`src/rtl/fpu_arbiter.sv`:
```
// -----------------------------------------------------------------------------
// fpu_arbiter
// Round-robin scheduler sharing one fpu among NREQ requesters. It accepts one
// request at a time, latches its operands, runs the fpu start/done handshake
// and returns the result to the owner. Invalid ops (op == 2'b11) bypass the fpu
// and return a quiet NaN.
//
// Ports
//   clk, rst            clock (rising edge), asynchronous active-low reset
//   req/req_a/req_b/req_op  packed per-requester request, operands and op
//   gnt                 one-hot accept pulse
//   rsp_valid, rsp_r    one-hot response pulse and result word
//   busy                arbiter is not idle
//   fpu_A/fpu_B/fpu_op/fpu_start  drive the fpu; fpu_R/fpu_done from the fpu
//   rsp_err             (FPU_ARB_TIMEOUT_EN only) response produced by timeout
//
// Optional feature: define FPU_ARB_TIMEOUT_EN to abort a WAIT that lasts
// TIMEOUT cycles without fpu_done.
// -----------------------------------------------------------------------------
module fpu_arbiter #(
    parameter int NREQ    = 4,
    parameter int TIMEOUT = 255
) (
    input  logic                 clk,
    input  logic                 rst,
    input  logic [NREQ-1:0]      req,
    input  logic [32*NREQ-1:0]   req_a,
    input  logic [32*NREQ-1:0]   req_b,
    input  logic [2*NREQ-1:0]    req_op,
    output logic [NREQ-1:0]      gnt,
    output logic [NREQ-1:0]      rsp_valid,
    output logic [31:0]          rsp_r,
    output logic                 busy,
    output logic [31:0]          fpu_A,
    output logic [31:0]          fpu_B,
    output logic [1:0]           fpu_op,
    output logic                 fpu_start,
    input  logic [31:0]          fpu_R,
    input  logic                 fpu_done
`ifdef FPU_ARB_TIMEOUT_EN
    ,
    output logic                 rsp_err
`endif
);

    localparam int PW = (NREQ > 1) ? $clog2(NREQ) : 1;
    localparam logic [31:0]     QNAN    = 32'h7FC00000;
    localparam logic [NREQ-1:0] ONE_HOT = {{(NREQ-1){1'b0}}, 1'b1};

    typedef enum logic [1:0] {S_IDLE, S_ISSUE, S_WAIT, S_RESP} state_t;

    // Pointer arithmetic is modulo NREQ, which need not be a power of two.
    function automatic logic [PW-1:0] wrap_add(input logic [PW-1:0] p, input int k);
        int s;
        s = int'(p) + k;
        if (s >= NREQ) begin
            s = s - NREQ;
        end else begin
            s = s;
        end
        return PW'(s);
    endfunction

    state_t          state_q, state_d;
    logic [PW-1:0]   ptr_q, ptr_d;
    logic [PW-1:0]   owner_q, owner_d;
    logic [NREQ-1:0] gnt_q, gnt_d;
    logic [NREQ-1:0] rsp_valid_q, rsp_valid_d;
    logic [31:0]     rsp_r_q, rsp_r_d;
    logic [31:0]     fpu_a_q, fpu_a_d;
    logic [31:0]     fpu_b_q, fpu_b_d;
    logic [1:0]      fpu_op_q, fpu_op_d;
    logic            fpu_start_q, fpu_start_d;
    logic            first_q, first_d;
    logic            busy_q, busy_d;
    logic            sel_found_s;
    logic [PW-1:0]   sel_idx_s;
    logic [1:0]      sel_op_s;

`ifdef FPU_ARB_TIMEOUT_EN
    localparam int CW = ($clog2(TIMEOUT + 1) > 8) ? $clog2(TIMEOUT + 1) : 8;
    logic [CW-1:0]   cnt_q, cnt_d;
    logic            err_pend_q, err_pend_d;
    logic            rsp_err_q, rsp_err_d;
`endif

    // Rotating priority search: first set req bit at or after the pointer.
    always_comb begin
        sel_found_s = 1'b0;
        sel_idx_s   = '0;
        for (int k = 0; k < NREQ; k++) begin
            if (!sel_found_s && req[wrap_add(ptr_q, k)]) begin
                sel_found_s = 1'b1;
                sel_idx_s   = wrap_add(ptr_q, k);
            end else begin
                sel_found_s = sel_found_s;
            end
        end
        sel_op_s = req_op[2*int'(sel_idx_s) +: 2];
    end

    // Next-state and registered-output logic.
    always_comb begin
        state_d     = state_q;
        ptr_d       = ptr_q;
        owner_d     = owner_q;
        gnt_d       = '0;
        rsp_valid_d = '0;
        rsp_r_d     = rsp_r_q;
        fpu_a_d     = fpu_a_q;
        fpu_b_d     = fpu_b_q;
        fpu_op_d    = fpu_op_q;
        fpu_start_d = 1'b0;
        first_d     = first_q;
`ifdef FPU_ARB_TIMEOUT_EN
        cnt_d       = cnt_q;
        err_pend_d  = err_pend_q;
        rsp_err_d   = 1'b0;
`endif
        case (state_q)
            S_IDLE: begin
                if (sel_found_s) begin
                    owner_d  = sel_idx_s;
                    gnt_d    = ONE_HOT << sel_idx_s;
                    fpu_a_d  = req_a[32*int'(sel_idx_s) +: 32];
                    fpu_b_d  = req_b[32*int'(sel_idx_s) +: 32];
                    fpu_op_d = sel_op_s;
                    if (sel_op_s == 2'b11) begin
                        rsp_r_d = QNAN;
                        state_d = S_RESP;
                    end else begin
                        state_d = S_ISSUE;
                    end
                end else begin
                    state_d = S_IDLE;
                end
            end
            S_ISSUE: begin
                fpu_start_d = 1'b1;
                first_d     = 1'b1;
                state_d     = S_WAIT;
`ifdef FPU_ARB_TIMEOUT_EN
                cnt_d       = '0;
                err_pend_d  = 1'b0;
`endif
            end
            S_WAIT: begin
                first_d = 1'b0;
`ifdef FPU_ARB_TIMEOUT_EN
                cnt_d   = cnt_q + {{(CW-1){1'b0}}, 1'b1};
`endif
                // done may still be high from the previous op during the
                // start cycle, so it is only trusted from the second cycle.
                if (!first_q && fpu_done) begin
                    rsp_r_d = fpu_R;
                    state_d = S_RESP;
`ifdef FPU_ARB_TIMEOUT_EN
                end else if (cnt_q == CW'(TIMEOUT)) begin
                    rsp_r_d    = QNAN;
                    err_pend_d = 1'b1;
                    state_d    = S_RESP;
`endif
                end else begin
                    state_d = S_WAIT;
                end
            end
            S_RESP: begin
                rsp_valid_d = ONE_HOT << owner_q;
                ptr_d       = wrap_add(owner_q, 1);
                state_d     = S_IDLE;
`ifdef FPU_ARB_TIMEOUT_EN
                rsp_err_d   = err_pend_q;
                err_pend_d  = 1'b0;
`endif
            end
            default: begin
                state_d = S_IDLE;
            end
        endcase
        busy_d = (state_d != S_IDLE);
    end

    // State and output registers, cleared asynchronously.
    always_ff @(posedge clk or negedge rst) begin
        if (!rst) begin
            state_q     <= S_IDLE;
            ptr_q       <= '0;
            owner_q     <= '0;
            gnt_q       <= '0;
            rsp_valid_q <= '0;
            rsp_r_q     <= 32'h0000_0000;
            fpu_a_q     <= 32'h0000_0000;
            fpu_b_q     <= 32'h0000_0000;
            fpu_op_q    <= 2'b00;
            fpu_start_q <= 1'b0;
            first_q     <= 1'b0;
            busy_q      <= 1'b0;
`ifdef FPU_ARB_TIMEOUT_EN
            cnt_q       <= '0;
            err_pend_q  <= 1'b0;
            rsp_err_q   <= 1'b0;
`endif
        end else begin
            state_q     <= state_d;
            ptr_q       <= ptr_d;
            owner_q     <= owner_d;
            gnt_q       <= gnt_d;
            rsp_valid_q <= rsp_valid_d;
            rsp_r_q     <= rsp_r_d;
            fpu_a_q     <= fpu_a_d;
            fpu_b_q     <= fpu_b_d;
            fpu_op_q    <= fpu_op_d;
            fpu_start_q <= fpu_start_d;
            first_q     <= first_d;
            busy_q      <= busy_d;
`ifdef FPU_ARB_TIMEOUT_EN
            cnt_q       <= cnt_d;
            err_pend_q  <= err_pend_d;
            rsp_err_q   <= rsp_err_d;
`endif
        end
    end

    assign gnt       = gnt_q;
    assign rsp_valid = rsp_valid_q;
    assign rsp_r     = rsp_r_q;
    assign busy      = busy_q;
    assign fpu_A     = fpu_a_q;
    assign fpu_B     = fpu_b_q;
    assign fpu_op    = fpu_op_q;
    assign fpu_start = fpu_start_q;
`ifdef FPU_ARB_TIMEOUT_EN
    assign rsp_err   = rsp_err_q;
`endif

endmodule

```
`config.mk`:
```
export PLATFORM = sky130hd
export DESIGN_NAME = fpu_arbiter
export DESIGN_NICKNAME = d
export VERILOG_FILES = /design/src/rtl/fpu_arbiter.sv
export SDC_FILE = /design/constraint.sdc
export NUM_CORES = 1
export LEC_CHECK = 0
export ABC_AREA = 0
export BUFFER_PORTS_ARGS = -buffer_cell sky130_fd_sc_hd__clkbuf_2
export CAP_MARGIN = 15
export CORE_AREA = 4 4 159 161
export DETAILED_ROUTE_END_ITERATION = 8
export DIE_AREA = 0 0 163 165
export PLACE_DENSITY = 0.63
export SLEW_MARGIN = 20
export SYNTH_ARGS = -nofsm -noshare
export SYNTH_HDL_FRONTEND = slang
export SYNTH_SLANG_ARGS = --single-unit
```
`constraint.sdc`:
```
create_clock -name clk -period 2.6 [get_ports clk]
set_clock_uncertainty 0.1 [all_clocks]
set_input_delay 0.26 -clock clk [delete_from_list [all_inputs] [get_ports clk]]
set_output_delay 0.26 -clock clk [all_outputs]
set_load 0.1 [all_outputs]
```
==> flow_summary_export.csv <==
group,metric,value,unit
sta,max_slew_margin,55.0,%
yosys,yosysTopAreaCell,"dfrtp_1",
sta,worstMarginPinSlew,675,ps
yosys,synth_mux_area_share,0.476,%
clock_tree,insertion_delay,400,ps
worst_setup_path,path_delay_family,"compound AO/OA/AOI/OAI gates",
clock_tree,cts_tree,"built",
clock_tree,clk_pin_slew,50,ps
yosys,synthAdderAreaFrac,1.65,%
sta,min_period_over_period,94.6,%
power,switching_share,60.9,%
hold_path,min_path_type,"primary input to register",
routing,antenna_left,0,
global_routing,grt_pass1_wl,39.7,mm
die,num_io_pins,411,
yosys,synthSimpleGateAreaFrac,31.2,%
worst_setup_path,critPathMaxStageDelay,420,ps
worst_setup_path,cp.depth,9,
placement,dp.cells,1669,
routing,drc,0,
die,fp.dieH,165,um
yosys,synth_top_family_by_area,"simple AND/OR/NAND/NOR gates",
clock_tree,clockBufferDepth,2,
global_routing,overflow,0,
worst_setup_path,crit-reg2reg-launch,"ptr_q[1]",
worst_setup_path,cp_common_cell,"buf_4",
yosys,async_flop_share,100,%
routing,drt-total-wl,26.1,mm
clock_tree,cts_made_buffers,17,
worst_setup_path,cp_slowest_cell,"dfrtp_1",
die,rows,57,
yosys,synthFlopType,"dfrtp_1",
sta,hold_viol,0,
worst_setup_path,r2r_slack,140,ps
clock_tree,htreeDepth,4,
worst_setup_path,crit_chain,"nand2b_1 -> a21oi_1 -> buf_4 -> o21ai_1 -> a211oi_4 -> buf_4 -> o211a_4 -> o31ai_1 -> a31oi_1",
die,die_width,163,um
yosys,synth_fp_nets,1282,
routing,initialDrtViolationCount,459,
yosys,netlist_area,6840,um^2
yosys,synth-compound-area-share,19.2,%
die,core-area,24000,um^2
worst_setup_path,path_max_fanout,16,
yosys,synth_cells,970,
global_routing,grt_use_total,18.5,%
routing,vias,8046,
worst_setup_path,reg2regPathDepth,9,
placement,io_buffer_count,410,
power,power_switching,9.59,mW
worst_setup_path,setup.worst_path.end,"rsp_r[13]",
layout,fin_area,10300,um^2
clock_tree,root_buffer,"clkbuf_16",
global_routing,antenna_found_initial,0,
yosys,synth.avg_cell_area,7.05,um^2
power,p_int,6.15,mW
clock_tree,cts.sinks,115,
power,clkPwrFrac,14.2,%
layout,final_layout_size_suffix_gt1_share,35.6,%
power,power.leakage,5.32,nW
yosys,synth_xor_xnor_area_share,0,%
yosys,yosysWarnings,0,
layout,diodes,0,
sta,finalSetupViolCount,0,
worst_setup_path,crit_type,"register to register",
worst_setup_path,critPathLaunch,"ptr_q[1]",
yosys,synth.most_common_cell,"nand2_1",
worst_setup_path,reg2reg_to,"rsp_r[13]",
layout,stdcell_count,1724,
worst_setup_path,endpoint_kind,"register",
yosys,ys_types,36,
layout,area_delta_synth_final,50.1,%
routing,first_pass_iters,5,
routing,routedWlPerCell,15.2,um
power,ir_drop,0.656,mV
placement,postPlaceCellArea,9400,um^2
worst_setup_path,worstSetupStartpointType,"register",
run,cap_violations,0,
routing,viasPerCell,4.67,
die,start_util,28.5,%
power,comb_power_share,66.4,%
placement,gp_congestion,0.889,
worst_setup_path,worstPathRequired,2820,ps
status,outcome,"completed",
power,p_per_area,1530,nW/um^2
power,p_seq_share,19.4,%
yosys,synthTopCellsByCount,"252 x nand2_1, 203 x nor2_1, 129 x o21ai_0, 115 x dfrtp_1, 70 x nand3_1",
yosys,yosysSeqAreaShare,42.1,%
yosys,ys_seq_elements,115,
die,die_area,26900,um^2
sta,fmaxAchievable,407,MHz
placement,hpwl,20.3,mm
worst_setup_path,critPathBufInv,2,
global_routing,first_global_vias,7882,
global_routing,grt_max_degree,92,
sta,fin_crit,2460,ps
yosys,yosysTopAreaCellShare,42.1,%
yosys,synth_edf_count,0,
sta,slew_violations,0,
worst_setup_path,cp.arrival,2680,ps
yosys,synth_area_leaders,"dfrtp_1 42%, nand2_1 14%, nor2_1 11%",
layout,nets,1700,
==> cells in the final DEF (no fill, tap or decap), types with 2 or more instances in the layout <==
master | Yosys | layout
o21ai_0 | 129 | 129
ha_1 | 9 | 9
a21oi_4 | 0 | 2
buf_12 | 0 | 7
clkinvlp_4 | 0 | 6
nand3_1 | 70 | 69
clkbuf_2 | 0 | 409
nand2_4 | 0 | 2
a31oi_1 | 23 | 23
dfrtp_1 | 115 | 115
buf_4 | 1 | 32
mux2_2 | 2 | 2
clkinv_2 | 0 | 2
nor2_1 | 203 | 201
clkbuf_16 | 0 | 17
clkbuf_1 | 52 | 2
inv_6 | 0 | 2
o211a_4 | 1 | 2
o31ai_1 | 23 | 23
a21oi_1 | 5 | 5
o21ai_1 | 8 | 8
nand2_1 | 252 | 250
and2_1 | 4 | 4
bufinv_16 | 0 | 2
nand2b_1 | 2 | 2
o211ai_1 | 19 | 19
a21o_1 | 2 | 2
inv_1 | 15 | 15
dlygate4sd3_1 | 0 | 22
==> tightest hold or removal path: stages <==
cell and delay, ps:
clkbuf_2 80, nand2_1 60, a31oi_1 80
==> registers in the layout, summed over array words and instances (netlist names) <==
register and count:
gnt 4, owner_q 2, busy 1, rsp_r 32, first_q 1, fpu_start 1
rsp_valid 4, state_q 2, fpu_B 32, ptr_q 2, fpu_A 32, fpu_op 2
==> metrics by stage <==
step / setup TNS [ps] / worst slack (ps) / util [%] / power [mW] / hold slack (ps)
final: 0 / 142 / 42.8 / 15.7 / 22.0
after global routing: -1.22 / -1.22 / 42.8 / 16.8 / 0.934
after CTS: 0 / 21.5 / 42.5 / 15.8 / 4.45
after detailed placement: 0 / 28.0 / 39.2 / 13.5 / 190
after global placement: -37.7 / -26.1 / 39.1 / 13.4 / 199
after floorplan: 0 / 469 / - / 11.1 / -136
==> cells by family after synthesis <==
logic type / count (synthesis)
AOI/OAI and AO/OA: 219
adders and majority gates: 9
buffers and inverters: 88
DFF: 115
muxes: 3
and+or+nand+nor: 536
==> metal layers <==
layer	track usage (%)	vias up	part of all wire (%)
li1	-	4065	-
met1	22.4	3645	42
met2	31.5	306	48
met3	5.74	30	7.7
met4	5.76	0	2.3
met5	0	-	0
==> power groups by stage <==
stage | Combinational (mW) | Clock (mW) | Sequential [mW]
finish | 10.4 | 2.24 | 3.05
global route | 11.2 | 2.41 | 3.15
CTS | 10.4 | 2.32 | 3.06
detailed placement | 10.4 | 0 | 3.08
global placement | 10.3 | 0 | 3.05
floorplan | 3.03 | 0 | 8.08
==> final cells by class <==
type	instances	area, um^2
Sequential cell	115	2880
Multi-Input combinational cell	768	3700
Fill cell	2482	13700
Clock buffer	19	433
Timing Repair Buffer	471	2660
Tap cell	324	405
Clock inverter	12	133
Inverter	15	56.3
==> timing repair <==
action	4_1_cts	5_1_grt
hold buffers	22	0
endpoints found under the setup margin	0	32
setup buffers	0	1
hold endpoints to repair	136	0
gates resized for setup	0	9
==> worst min-delay path by stage <==
stage / start / end / depth (start not counted)
3_5_place_dp: rst / rsp_valid[2] / 2
5_1_grt: fpu_R[19] / rsp_r[19] / 3
4_1_cts: fpu_R[19] / rsp_r[19] / 3
3_3_place_gp: rst / rsp_r[29] / 2
2_1_floorplan: rst / busy / 0
6_report: fpu_R[10] / rsp_r[10] / 3
(Power assumes the default switching activity.)
